===== src/rtl/bit_divider_pkg.sv =====
// Purpose: shared definitions for the small-arithmetic divider (state encoding, width, divide-by-zero result).
// Latency: n/a (package only).
// Backpressure: n/a (package only).
package bit_divider_pkg;

  // Operand width the divider is built and verified at.
  localparam int DIV_WIDTH = 4;

  // Quotient reported when the divisor is zero: all ones.
  localparam logic [DIV_WIDTH-1:0] DBZ_QUOTIENT = '1;

  typedef enum logic [1:0] {
    ST_IDLE = 2'd0,
    ST_CALC = 2'd1,
    ST_DONE = 2'd2
  } div_state_t;

endpackage


===== src/rtl/bit_subtractor.sv =====
// Purpose: W-bit ripple-borrow subtractor, o_diff = i_a - i_b - i_bin, o_bout = final borrow.
// Latency: combinational, zero cycles.
// Backpressure: none (pure datapath).
// Ports: i_a/i_b minuend/subtrahend, i_bin borrow-in, o_diff difference, o_bout borrow-out.
module bit_subtractor #(
  parameter int W = 5
) (
  input  logic [W-1:0] i_a,
  input  logic [W-1:0] i_b,
  input  logic         i_bin,
  output logic [W-1:0] o_diff,
  output logic         o_bout
);

  logic [W:0] w_borrow;

  assign w_borrow[0] = i_bin;

  for (genvar i = 0; i < W; i++) begin : g_fs
    assign o_diff[i]       = i_a[i] ^ i_b[i] ^ w_borrow[i];
    assign w_borrow[i+1]   = (~i_a[i] & i_b[i]) | (~(i_a[i] ^ i_b[i]) & w_borrow[i]);
  end

  assign o_bout = w_borrow[W];

endmodule


===== src/rtl/bit_divider.sv =====
// Purpose: sequential unsigned restoring divider, one quotient bit per clock.
// Latency: done WIDTH+1 cycles after an accepted start (1 cycle for a zero divisor).
// Backpressure: start is only taken in IDLE; requests while busy or done are dropped, not queued.
// Ports: i_clk/i_rst_n clock and sync active-low reset; i_start/i_dividend/i_divisor request;
//        o_quotient/o_remainder/o_div_by_zero registered results; o_busy while iterating; o_done 1-cycle strobe.
module bit_divider
  import bit_divider_pkg::*;
#(
  parameter int WIDTH = DIV_WIDTH
) (
  input  logic             i_clk,
  input  logic             i_rst_n,
  input  logic             i_start,
  input  logic [WIDTH-1:0] i_dividend,
  input  logic [WIDTH-1:0] i_divisor,
  output logic [WIDTH-1:0] o_quotient,
  output logic [WIDTH-1:0] o_remainder,
  output logic             o_busy,
  output logic             o_done,
  output logic             o_div_by_zero
);

  localparam int CNT_W = (WIDTH > 1) ? $clog2(WIDTH) : 1;
  localparam logic [CNT_W-1:0] L_LAST = CNT_W'(WIDTH - 1);
  localparam logic [WIDTH-1:0] L_DBZ_Q = {WIDTH{DBZ_QUOTIENT[0]}};

  div_state_t r_state;
  div_state_t w_state_nxt;

  logic [WIDTH:0]   r_a;          // partial remainder, one guard bit wide
  logic [WIDTH-1:0] r_q;          // dividend shifting out, quotient shifting in
  logic [WIDTH-1:0] r_d;
  logic [CNT_W-1:0] r_cnt;
  logic [WIDTH-1:0] r_quotient;
  logic [WIDTH-1:0] r_remainder;
  logic             r_dbz;

  logic [WIDTH:0]   w_a_shift;
  logic [WIDTH:0]   w_diff;
  logic [WIDTH:0]   w_a_nxt;
  logic [WIDTH-1:0] w_q_nxt;
  logic             w_borrow;
  logic             w_last;
  logic             w_accept;
  logic             w_zero_div;
  logic             w_busy;
  logic             w_done;

  // One restoring step: bring in the next dividend bit, then try to take D out.
  assign w_a_shift = {r_a[WIDTH-1:0], r_q[WIDTH-1]};

  bit_subtractor #(
    .W(WIDTH + 1)
  ) u_sub (
    .i_a   (w_a_shift),
    .i_b   ({1'b0, r_d}),
    .i_bin (1'b0),
    .o_diff(w_diff),
    .o_bout(w_borrow)
  );

  // A borrow means D did not fit: keep the shifted value and shift in a 0.
  assign w_a_nxt    = w_borrow ? w_a_shift : w_diff;
  assign w_q_nxt    = {r_q[WIDTH-2:0], ~w_borrow};
  assign w_last     = (r_cnt == L_LAST);
  assign w_accept   = (r_state == ST_IDLE) && i_start;
  assign w_zero_div = (i_divisor == '0);

  always_ff @(posedge i_clk) begin
    if (!i_rst_n) begin
      r_state <= ST_IDLE;
    end else begin
      r_state <= w_state_nxt;
    end
  end

  always_comb begin
    w_state_nxt = r_state;
    w_busy      = 1'b0;
    w_done      = 1'b0;
    case (r_state)
      ST_IDLE: begin
        if (i_start) begin
          w_state_nxt = w_zero_div ? ST_DONE : ST_CALC;
        end
      end
      ST_CALC: begin
        w_busy = 1'b1;
        if (w_last) begin
          w_state_nxt = ST_DONE;
        end
      end
      ST_DONE: begin
        w_done      = 1'b1;
        w_state_nxt = ST_IDLE;
      end
      default: begin
        w_state_nxt = ST_IDLE;
      end
    endcase
  end

  always_ff @(posedge i_clk) begin
    if (!i_rst_n) begin
      r_a         <= '0;
      r_q         <= '0;
      r_d         <= '0;
      r_cnt       <= '0;
      r_quotient  <= '0;
      r_remainder <= '0;
      r_dbz       <= 1'b0;
    end else if (w_accept) begin
      if (w_zero_div) begin
        // Zero divisor short-circuits straight to DONE with a fixed answer.
        r_quotient  <= L_DBZ_Q;
        r_remainder <= i_dividend;
        r_dbz       <= 1'b1;
      end else begin
        r_a   <= '0;
        r_q   <= i_dividend;
        r_d   <= i_divisor;
        r_cnt <= '0;
        r_dbz <= 1'b0;
      end
    end else if (r_state == ST_CALC) begin
      r_a   <= w_a_nxt;
      r_q   <= w_q_nxt;
      r_cnt <= r_cnt + 1'b1;
      if (w_last) begin
        r_quotient  <= w_q_nxt;
        r_remainder <= w_a_nxt[WIDTH-1:0];
      end
    end
  end

  assign o_quotient    = r_quotient;
  assign o_remainder   = r_remainder;
  assign o_div_by_zero = r_dbz;
  assign o_busy        = w_busy;
  assign o_done        = w_done;

endmodule

===== config.mk =====
export PLATFORM = sky130hd
export DESIGN_NAME = bit_divider
export DESIGN_NICKNAME = d
export VERILOG_FILES = /design/src/rtl/bit_divider_pkg.sv /design/src/rtl/bit_subtractor.sv /design/src/rtl/bit_divider.sv
export SDC_FILE = /design/constraint.sdc
export NUM_CORES = 1
export LEC_CHECK = 0
export CAP_MARGIN = 20
export CORE_AREA = 2 2 59 61
export DETAILED_ROUTE_END_ITERATION = 8
export DIE_AREA = 0 0 61 63
export HOLD_SLACK_MARGIN = 0.06
export PLACE_DENSITY = 0.72
export RECOVER_POWER = 25
export SLEW_MARGIN = 10
export SYNTH_ARGS = -nofsm -noshare
export SYNTH_HDL_FRONTEND = slang
export SYNTH_SLANG_ARGS = --single-unit

===== constraint.sdc =====
create_clock -name i_clk -period 2.6 [get_ports i_clk]
set_clock_uncertainty 0.05 [all_clocks]
set_input_delay 0.65 -clock i_clk [delete_from_list [all_inputs] [get_ports i_clk]]
set_output_delay 0.65 -clock i_clk [all_outputs]
set_load 0.05 [all_outputs]

Word level (Yosys, flattened, before mapping)

Index checks and enable logic that the tools add are counted.

Output and inout port bits: 11
Bits in registers: 25
Word-level logic and storage cells: 78

Reduce and logical (&&, ||, !) cells: 9
Bitwise logic cells: 28
Mux-type cells: 25
Equality and inequality tests: 7
Add/sub/neg operators: 1

Operator list:

| cell                                                   | number |
|---|---|
| two-way mux 4 bit                                      | 15 |
| two-way mux 2 bit                                      | 6 |
| inverter 1 bit                                         | 10 |
| AND 1 bit                                              | 8 |
| bitwise XOR 1 bit                                      | 7 |
| inequality test 2 bit (second input constant)          | 3 |
| AND reduction 2 bit                                    | 3 |
| equality test 2 bit (second input constant)            | 2 |
| zero test 4 bit                                        | 1 |
| case mux 2 bit (2 select lines)                        | 1 |
| nonzero test 2 bit                                     | 2 |
| two-way mux 1 bit                                      | 3 |
| OR 1 bit                                               | 3 |
| AND reduction 3 bit                                    | 1 |
| adder 2 x 1 -> 2 bit (second input constant)           | 1 |
| equality test 2 x 1 -> 1 bit (second input constant)   | 1 |
| zero test 2 bit                                        | 1 |
| inequality test 2 x 1 -> 1 bit (second input constant) | 1 |
| logical AND 1 bit                                      | 1 |

Depth between registers and ports, before layout

Gate-level depths: netlist of the first run.

Word-level depth: 13
Depth in mapped cells: 9
Mapped depth without buffers: 9

Cells and area by module

From an unflattened synthesis of the first run, not the netlist that was laid out.

Cell total of the unflattened synthesis: 139
Area total of the unflattened synthesis: 1290.0 um^2

Modules (own cells, without submodules):

| module         | instances | seq. area each (um^2) | cells each | area each (um^2) |
|---|---|---|---|---|
| bit_divider    | 1         | 500.5                 | 122        | 1144.8 |
| bit_subtractor | 1         | 0.0                   | 17         | 145.1 |

Worst setup path before layout of the first run

Ideal clock, no wire load.

Path kind: register -> register
Start: reg r_q[3]
End: reg r_a[2]
Arrival time: 2315 ps
Clock period less this slack: 2430 ps
Slack: 170 ps
Buffers on the path: 0
Cell stages (with the launch flop): 10
Setup time: 65 ps
Cell sequence: dfxtp_1 inv_1 ha_1 fa_1 fa_1 fa_1 nor3b_1 a211oi_1 mux2i_1 nor2b_1

Longest elaborated chain between the ends: 12
Elaborated cells between the ends (all ways): 13
Those cells by class: mux (3); bitwise (10)

Ends and longest elaborated chain:

| what                       | RTL line             | RTL |
|---|---|---|
| from (decl)                | bit_divider.sv:31    | `logic [WIDTH-1:0] r_q;` |
| from (signal assigned)     | bit_divider.sv:120   | `r_q <= i_dividend;` |
| from (signal assigned)     | bit_divider.sv:127   | `r_q <= w_q_nxt;` |
| inverter 1 bit (*)         | bit_subtractor.sv:21 | `assign w_borrow[i+1] = (~i_a[i] & i_b[i]) \| (~(i_a[i] ^ i_b[i]) & w_borrow[i]);` |
| AND 1 bit (*) (2 in a row) | bit_subtractor.sv:21 |  |
| OR 1 bit (*)               | bit_subtractor.sv:21 |  |
| AND 1 bit                  | bit_subtractor.sv:21 |  |
| OR 1 bit                   | bit_subtractor.sv:21 |  |
| AND 1 bit                  | bit_subtractor.sv:21 |  |
| OR 1 bit                   | bit_subtractor.sv:21 |  |
| AND 1 bit                  | bit_subtractor.sv:21 |  |
| two-way mux 4 bit (*)      | bit_divider.sv:63    | `assign w_a_nxt = w_borrow ? w_a_shift : w_diff;` |
| two-way mux 4 bit (*)      | bit_divider.sv:125   | `end else if (r_state == ST_CALC) begin` |
| two-way mux 4 bit (*)      | bit_divider.sv:112   | `end else if (w_accept) begin` |
| to (signal assigned)       | bit_divider.sv:126   | `r_a <= w_a_nxt;` |
| to (decl)                  | bit_divider.sv:30    | `logic [WIDTH:0] r_a;` |

Mark *: on every way between the ends. The rest lies on a longest branch, timed or not. The select of a mux whose other input is x is not followed.
A chain may end at the register's enable or synchronous reset.

Final worst setup path of the first run

Start: reg r_q[3]
End: reg r_a[1]

Longest elaborated chain between the ends: 12
Elaborated cells between the ends (all ways): 13
Those cells by class: mux (3); bitwise (10)

Ends and longest elaborated chain:

| what                  | RTL line |
|---|---|
| inverter 1 bit (*)    | bit_subtractor.sv:21 |
| AND 1 bit (*)         | bit_subtractor.sv:21 |
| AND 1 bit             | bit_subtractor.sv:21 |
| OR 1 bit              | bit_subtractor.sv:21 |
| AND 1 bit             | bit_subtractor.sv:21 |
| OR 1 bit              | bit_subtractor.sv:21 |
| AND 1 bit             | bit_subtractor.sv:21 |
| OR 1 bit              | bit_subtractor.sv:21 |
| AND 1 bit             | bit_subtractor.sv:21 |
| two-way mux 4 bit (*) | bit_divider.sv:63 |
| two-way mux 4 bit (*) | bit_divider.sv:125 |
| two-way mux 4 bit (*) | bit_divider.sv:112 |

Marks and branches as above.

==> results of run 1 <==
routing by layer:
metal | vias up | GRT usage, %
li1 | 477 | -
met3 | 5 | 3.52
met5 | - | 0
met1 | 483 | 17.9
met4 | 0 | 5.98
met2 | 15 | 27.7
logic make-up after synthesis:
family | share of synthesized area, %
buf+inv | 5.18
compound gates | 20.6
mux | 6.03
flops | 42.3
simple gates | 18.7
fa+ha+maj | 7.19
cell usage in the layout (no fill, tap or decap), drive strengths merged:
cell and instances:
fa 3, and2b 2, o21ai 6, and2 2
buf 5, a22oi 5, clkbuf 4, nor3b 5
nor4 1, inv 6, nor2b 6, clkinvlp 1
nand2 10, a311oi 3, mux2 1, a21oi 8
nor2 6, nand2b 2, nand3 1, or2b 1
dlygate4sd3 1, mux2i 6, dfxtp 25, o221a 4
or3b 1, a211oi 4, a21boi 2, clkdlybuf4s50 19
a22o 1, ha 2, nor3 1
worst paths after layout:
kind,from,slack (ns),depth (start not counted),end
setup reg to reg,r_q[3],0.06,9,r_a[1]
hold reg to reg,o_div_by_zero,0.43,2,o_div_by_zero
setup / recovery,r_q[3],0.06,9,r_a[1]
hold / removal,o_div_by_zero,0.43,2,o_div_by_zero
metrics by stage:
stage	setup WS, ns	std cells	instance area, sq um
2_1_floorplan	0.170	120	1180
3_3_place_gp	0.0160	186	1460
3_5_place_dp	-0.0528	186	1460
4_1_cts	0.000297	190	1510
5_1_grt	-0.0108	190	1510
6_report	0.0597	190	1510
power groups by stage:
stage	sequential, mW	clock, mW	combinational [mW]
finish	0.435	0.178	0.252
global route	0.439	0.204	0.278
floorplan	0.446	0	0.152
detailed placement	0.442	0	0.227
CTS	0.434	0.182	0.242
global placement	0.440	0	0.218
critical path: cells and delay by family, from the launching register on:
| family | cells | cell delay, ns |
|---|---|---|
| buffers and inverters | 1 | 0.04 |
| and+or+nand+nor | 2 | 0.28 |
| adders and majority gates | 4 | 1.37 |
| AOI/OAI and AO/OA | 1 | 0.26 |
| DFF | 1 | 0.35 |
| muxes | 1 | 0.13 |
Yosys cell counts, types with 4 or more instances:
library cell / instances / area (sq um)
nor2_1: 6 / 22.5
o21ai_0: 5 / 25.0
nand2_1: 10 / 37.5
mux2i_1: 6 / 60.1
dfxtp_1: 25 / 500
nor3b_1: 4 / 30.0
o221a_2: 4 / 45.0
a21oi_1: 8 / 40.0
inv_1: 6 / 22.5
nor2b_1: 6 / 37.5
a211oi_1: 4 / 30.0
a22oi_1: 5 / 37.5
sequential cells by signal (all words and copies together), names as in the netlist:
register / count
o_div_by_zero: 1
o_quotient: 4
o_remainder: 4
r_a: 4
r_cnt: 2
r_d: 4
r_q: 4
r_state: 2
final cells by class:
type	count	area [sq um]	share of cell area, %
repair buffers	26	254	16.8
multi-input cells	83	643	42.6
flip-flops and latches	25	502	33.3
well taps	46	57.6	3.81
clock buffers	3	22.5	1.49
clock inverters	1	7.51	0.498
inverters	6	22.5	1.49
timing repair:
action | in CTS | in global routing
endpoints found under the setup margin | 6 | 9
pin swaps | 0 | 3
cloned | 0 | 0
hold endpoints to repair | 0 | 0
gates resized for setup | 3 | 5
==> results.sh, run 1 <==
export IMPL_irDropWorstVdd_mv=0.262
export IMPL_finalHoldViolCount=0
export IMPL_path_clk_slew_ns=0.13
export IMPL_critical_path_class="flop to flop"
export IMPL_cts_setup_buffers=0
export IMPL_grt_ovfl_total=0
export IMPL_clkLatencyLatePin_ns=0.33
export IMPL_diodes=0
export IMPL_clkSinkCount=25
export IMPL_fillers=306
export IMPL_syn_cell_area_sq_mm=0.00118
export IMPL_period_share_pct=97.7
export IMPL_synth_nets=136
export IMPL_cp_required_ns=2.81
export IMPL_synth_distinct_cells=32
export IMPL_area_delta_synth_final_pct=27.5
export IMPL_finalMaxSlewViolations=0
export IMPL_grt_pass1_wl_microns=4510
export IMPL_cp_common_cell="fa_2"
export IMPL_switching_share_pct=32.2
export IMPL_fin_util_pct=46.7
export IMPL_io_pins=22
export IMPL_die_y_microns=63
export IMPL_cts_root_buf="clkbuf_4"
export IMPL_initial_core_util_pct=36.6
export IMPL_met2_length_microns=1450
export IMPL_grt_max_degree=19
export IMPL_slowest_stage="fa_2"
export IMPL_dp_hpwl_microns=2000
export IMPL_ctsLongestPathBuffers=2
export IMPL_synth_avg_cell_area_sq_um=9.86
export IMPL_highest_layer="met4"
export IMPL_htree_levels=1
export IMPL_p_leak_nw=0.554
export IMPL_antenna_found_initial=0
export IMPL_p_comb_share_pct=29.2
export IMPL_cts_hold_fix_buffers=0
export IMPL_synth_edff_count=0
export IMPL_holdWs_ns=0.425
export IMPL_crit_path_cell_trace="inv_1 > ha_1 > fa_1 > fa_2 > fa_2 > nor3b_1 > a211oi_2 > mux2i_1 > nor2_1"
export IMPL_cts_tree="yes"
export IMPL_dr_pass1_iters=4
export IMPL_wl_microns=2670
export IMPL_crit_path_max_fanout=5
export IMPL_place_congestion=0.880
export IMPL_drive_gt1_share_pct=18.1
export IMPL_p_per_area_mw_per_mm2=573
export IMPL_routed_via_density=5.16
export IMPL_ys_ff_latch=25
export IMPL_wire_per_inst_microns=14.0
export IMPL_vias=980
export IMPL_worst_setup_path_start_kind="flop"
export IMPL_drc_errors=0
export IMPL_synthArstFlopShare_pct=0
export IMPL_power_share_sequential_pct=50.3
export IMPL_drtAntennaViolNets=0
export IMPL_grt_pass1_vias=992
export IMPL_numCtsBuffers=3
export IMPL_max_stage_delay_ns=0.44
export IMPL_setup_viol=0
export IMPL_ys_flop_type="dfxtp_1"
export IMPL_p_clk_share_pct=20.6
export IMPL_synth_cells=120
export IMPL_yosysWarnings=0
export IMPL_cp_arrival_ns=2.75
export IMPL_drv_cap=0
export IMPL_dr_first_iter_drc_count=11
export IMPL_grt_usage_pct=15.8
export IMPL_drt_met1_wl_microns=1100
export IMPL_p_switching_mw=0.279
export IMPL_synth_seq_area_share_pct=42.3
export IMPL_max_slew_margin_pct=66.5
export IMPL_fin_setup_tns_ns=0
export IMPL_port_buffers=21
export IMPL_min_period_ns=2.54
export IMPL_rows=21
export IMPL_endpoint_kind="flop"
export IMPL_min_delay_path_class="flop to flop"
export IMPL_final_nets=161
export IMPL_total_power_mw=0.865
export IMPL_tightest_slew_ns=0.501
export IMPL_dr_wl_met3_microns=74
export IMPL_core_area_sq_mm=0.00323
export IMPL_clock_fmax_ghz=0.394
export IMPL_status="finished, final reports clean"
export IMPL_power_internal_mw=0.586
export IMPL_dieArea_sq_mm=0.00384
export IMPL_die_w_microns=61
No activity file was read; power rests on OpenSTA's default activity.
==> run 2: changes to the inputs <==
--- a/config.mk
+++ b/config.mk
@@ -10,9 +10,9 @@
 export DETAILED_ROUTE_END_ITERATION = 8
 export DIE_AREA = 0 0 61 63
 export HOLD_SLACK_MARGIN = 0.06
-export PLACE_DENSITY = 0.72
+export PLACE_DENSITY_LB_ADDON = 0.3
 export RECOVER_POWER = 25
-export SLEW_MARGIN = 10
+export SLEW_MARGIN = 20
 export SYNTH_ARGS = -nofsm -noshare
 export SYNTH_HDL_FRONTEND = slang
 export SYNTH_SLANG_ARGS = --single-unit
==> results.sh, run 2 (synthesis results as in run 1) <==
export IMPL_dp_slack_ns=-0.0567
export IMPL_drv_cap=0
export IMPL_grt_met3_usage_pct=2.48
export IMPL_clkLatencyLatePin_ns=0.32
export IMPL_irDropWorstVdd_mv=0.302
export IMPL_setup_slack_ns=0.136
export IMPL_path_clk_slew_ns=0.13
export IMPL_die_w_microns=61
export IMPL_final_common_cell="dfxtp_1"
export IMPL_critical_path_class="flop to flop"
export IMPL_grt_pass1_vias=1007
export IMPL_io_pins=22
export IMPL_top_usage_layer="met2"
export IMPL_grt_pass1_wl_microns=4550
export IMPL_dr_pass1_iters=4
export IMPL_die_y_microns=63
export IMPL_setup_viol=0
export IMPL_instances_no_fill=193
export IMPL_finalHoldViolCount=0
export IMPL_crit_path_max_fanout=5
export IMPL_clock_fmax_ghz=0.406
export IMPL_tightest_slew_ns=0.500
export IMPL_fillers=323
export IMPL_drtAntennaViolNets=0
export IMPL_cts_root_buf="clkbuf_4"
export IMPL_drive_gt1_share_pct=19.7
export IMPL_routed_via_density=5.03
export IMPL_endpoint_kind="flop"
export IMPL_core_area_sq_mm=0.00323
export IMPL_grt_usage_pct=15.5
export IMPL_finalMaxSlewViolations=0
export IMPL_dp_hpwl_microns=2000
export IMPL_final_nets=164
export IMPL_dieArea_sq_mm=0.00384
export IMPL_diodes=0
export IMPL_vias=970
export IMPL_rows=21
export IMPL_status="finished, final reports clean"
export IMPL_grt_ovfl_total=0
export IMPL_ctsLongestPathBuffers=2
export IMPL_rsz0062_at_grt="false"
export IMPL_numCtsBuffers=3
export IMPL_dr_first_iter_drc_count=41
export IMPL_antenna_found_initial=0
export IMPL_cts_tree="yes"
export IMPL_place_congestion=0.751
export IMPL_grt_max_degree=14
export IMPL_dp_cells=189
export IMPL_fin_setup_tns_ns=0
export IMPL_drc_errors=0
export IMPL_cp_arrival_ns=2.69
export IMPL_use_met1_pct=18.5
export IMPL_port_buffers=21
export IMPL_clkSinkCount=25
export IMPL_met2_usage_pct=27.6
export IMPL_area_delta_synth_final_pct=27.8
export IMPL_p_per_area_mw_per_mm2=574
export IMPL_initial_core_util_pct=36.6
export IMPL_period_share_pct=94.8
export IMPL_wl_microns=2730
export IMPL_wire_per_inst_microns=14.2
export IMPL_fin_util_pct=46.8
export IMPL_final_cell_mix="24 x dfxtp_1, 19 x clkdlybuf4s50_1, 10 x nand2_1"
export IMPL_cts_hold_fix_buffers=0
export IMPL_cp_required_ns=2.82
export IMPL_p_leak_nw=0.562
export IMPL_worst_setup_path_start_kind="flop"
export IMPL_min_delay_path_class="flop to flop"
export IMPL_max_slew_margin_pct=66.3
export IMPL_htree_levels=1
export IMPL_min_period_ns=2.46
[run 2: cell count changes in the layout (fill, tap and decap cells not counted), sizes merged]
cell	delta
buf	+3
clkbuf	+1
clkinvlp	-1
[run 2: what timing repair did]
action | 4_1_cts | 5_1_grt
setup buffers | 0 | 0
setup endpoints to repair | 6 | 10
gates resized for setup | 4 | 5
pin swaps | 0 | 5
[run 2: report_power, final]
group	internal [mW]	leakage (nW)	switching, mW	total [mW]
Sequential	0.411	0.204	0.0245	0.435
Combinational	0.119	0.343	0.136	0.255
Clock	0.0602	0.0150	0.118	0.178
Total	0.590	0.562	0.278	0.869
[run 2: cell type report]
class	count	area [sq um]	share of cell area [%]
clock buffers	4	26.3	1.74
inverters	6	22.5	1.49
multi-input cells	83	641	42.3
flip-flops and latches	25	502	33.2
well taps	46	57.6	3.80
repair buffers	29	264	17.5
[run 2: through the flow]
step | hold WS [ns] | instance area (sq um) | power (mW)
6_report | 0.426 | 1510 | 0.869
5_1_grt | 0.482 | 1510 | 0.912
4_1_cts | 0.434 | 1520 | 0.861
3_5_place_dp | 0.415 | 1470 | 0.670
3_3_place_gp | 0.406 | 1470 | 0.665
2_1_floorplan | 0.408 | 1180 | 0.598
[run 2: path summary, 6_finish.rpt]
path | cells past startpoint | slack, ns | end | startpoint
min | 2 | 0.43 | o_div_by_zero | o_div_by_zero
min reg2reg | 2 | 0.43 | o_div_by_zero | o_div_by_zero
max reg2reg | 9 | 0.14 | r_a[2] | r_q[3]
max | 9 | 0.14 | r_a[2] | r_q[3]
[run 2: layer usage]
layer  share of wire, %  up-vias
met3                2.6        4
met4                1.5        0
met2                 53       15
li1                   -      478
met5                  0        -
met1                 43      473
[run 2: critical path, stage by stage (launching register included)]
cell and delay, ns:
dfxtp_2 0.35, inv_1 0.04, ha_1 0.20, fa_2 0.34, fa_2 0.36, fa_2 0.44
nor3b_1 0.17, a211oi_2 0.24, mux2i_1 0.12, nor2b_1 0.11
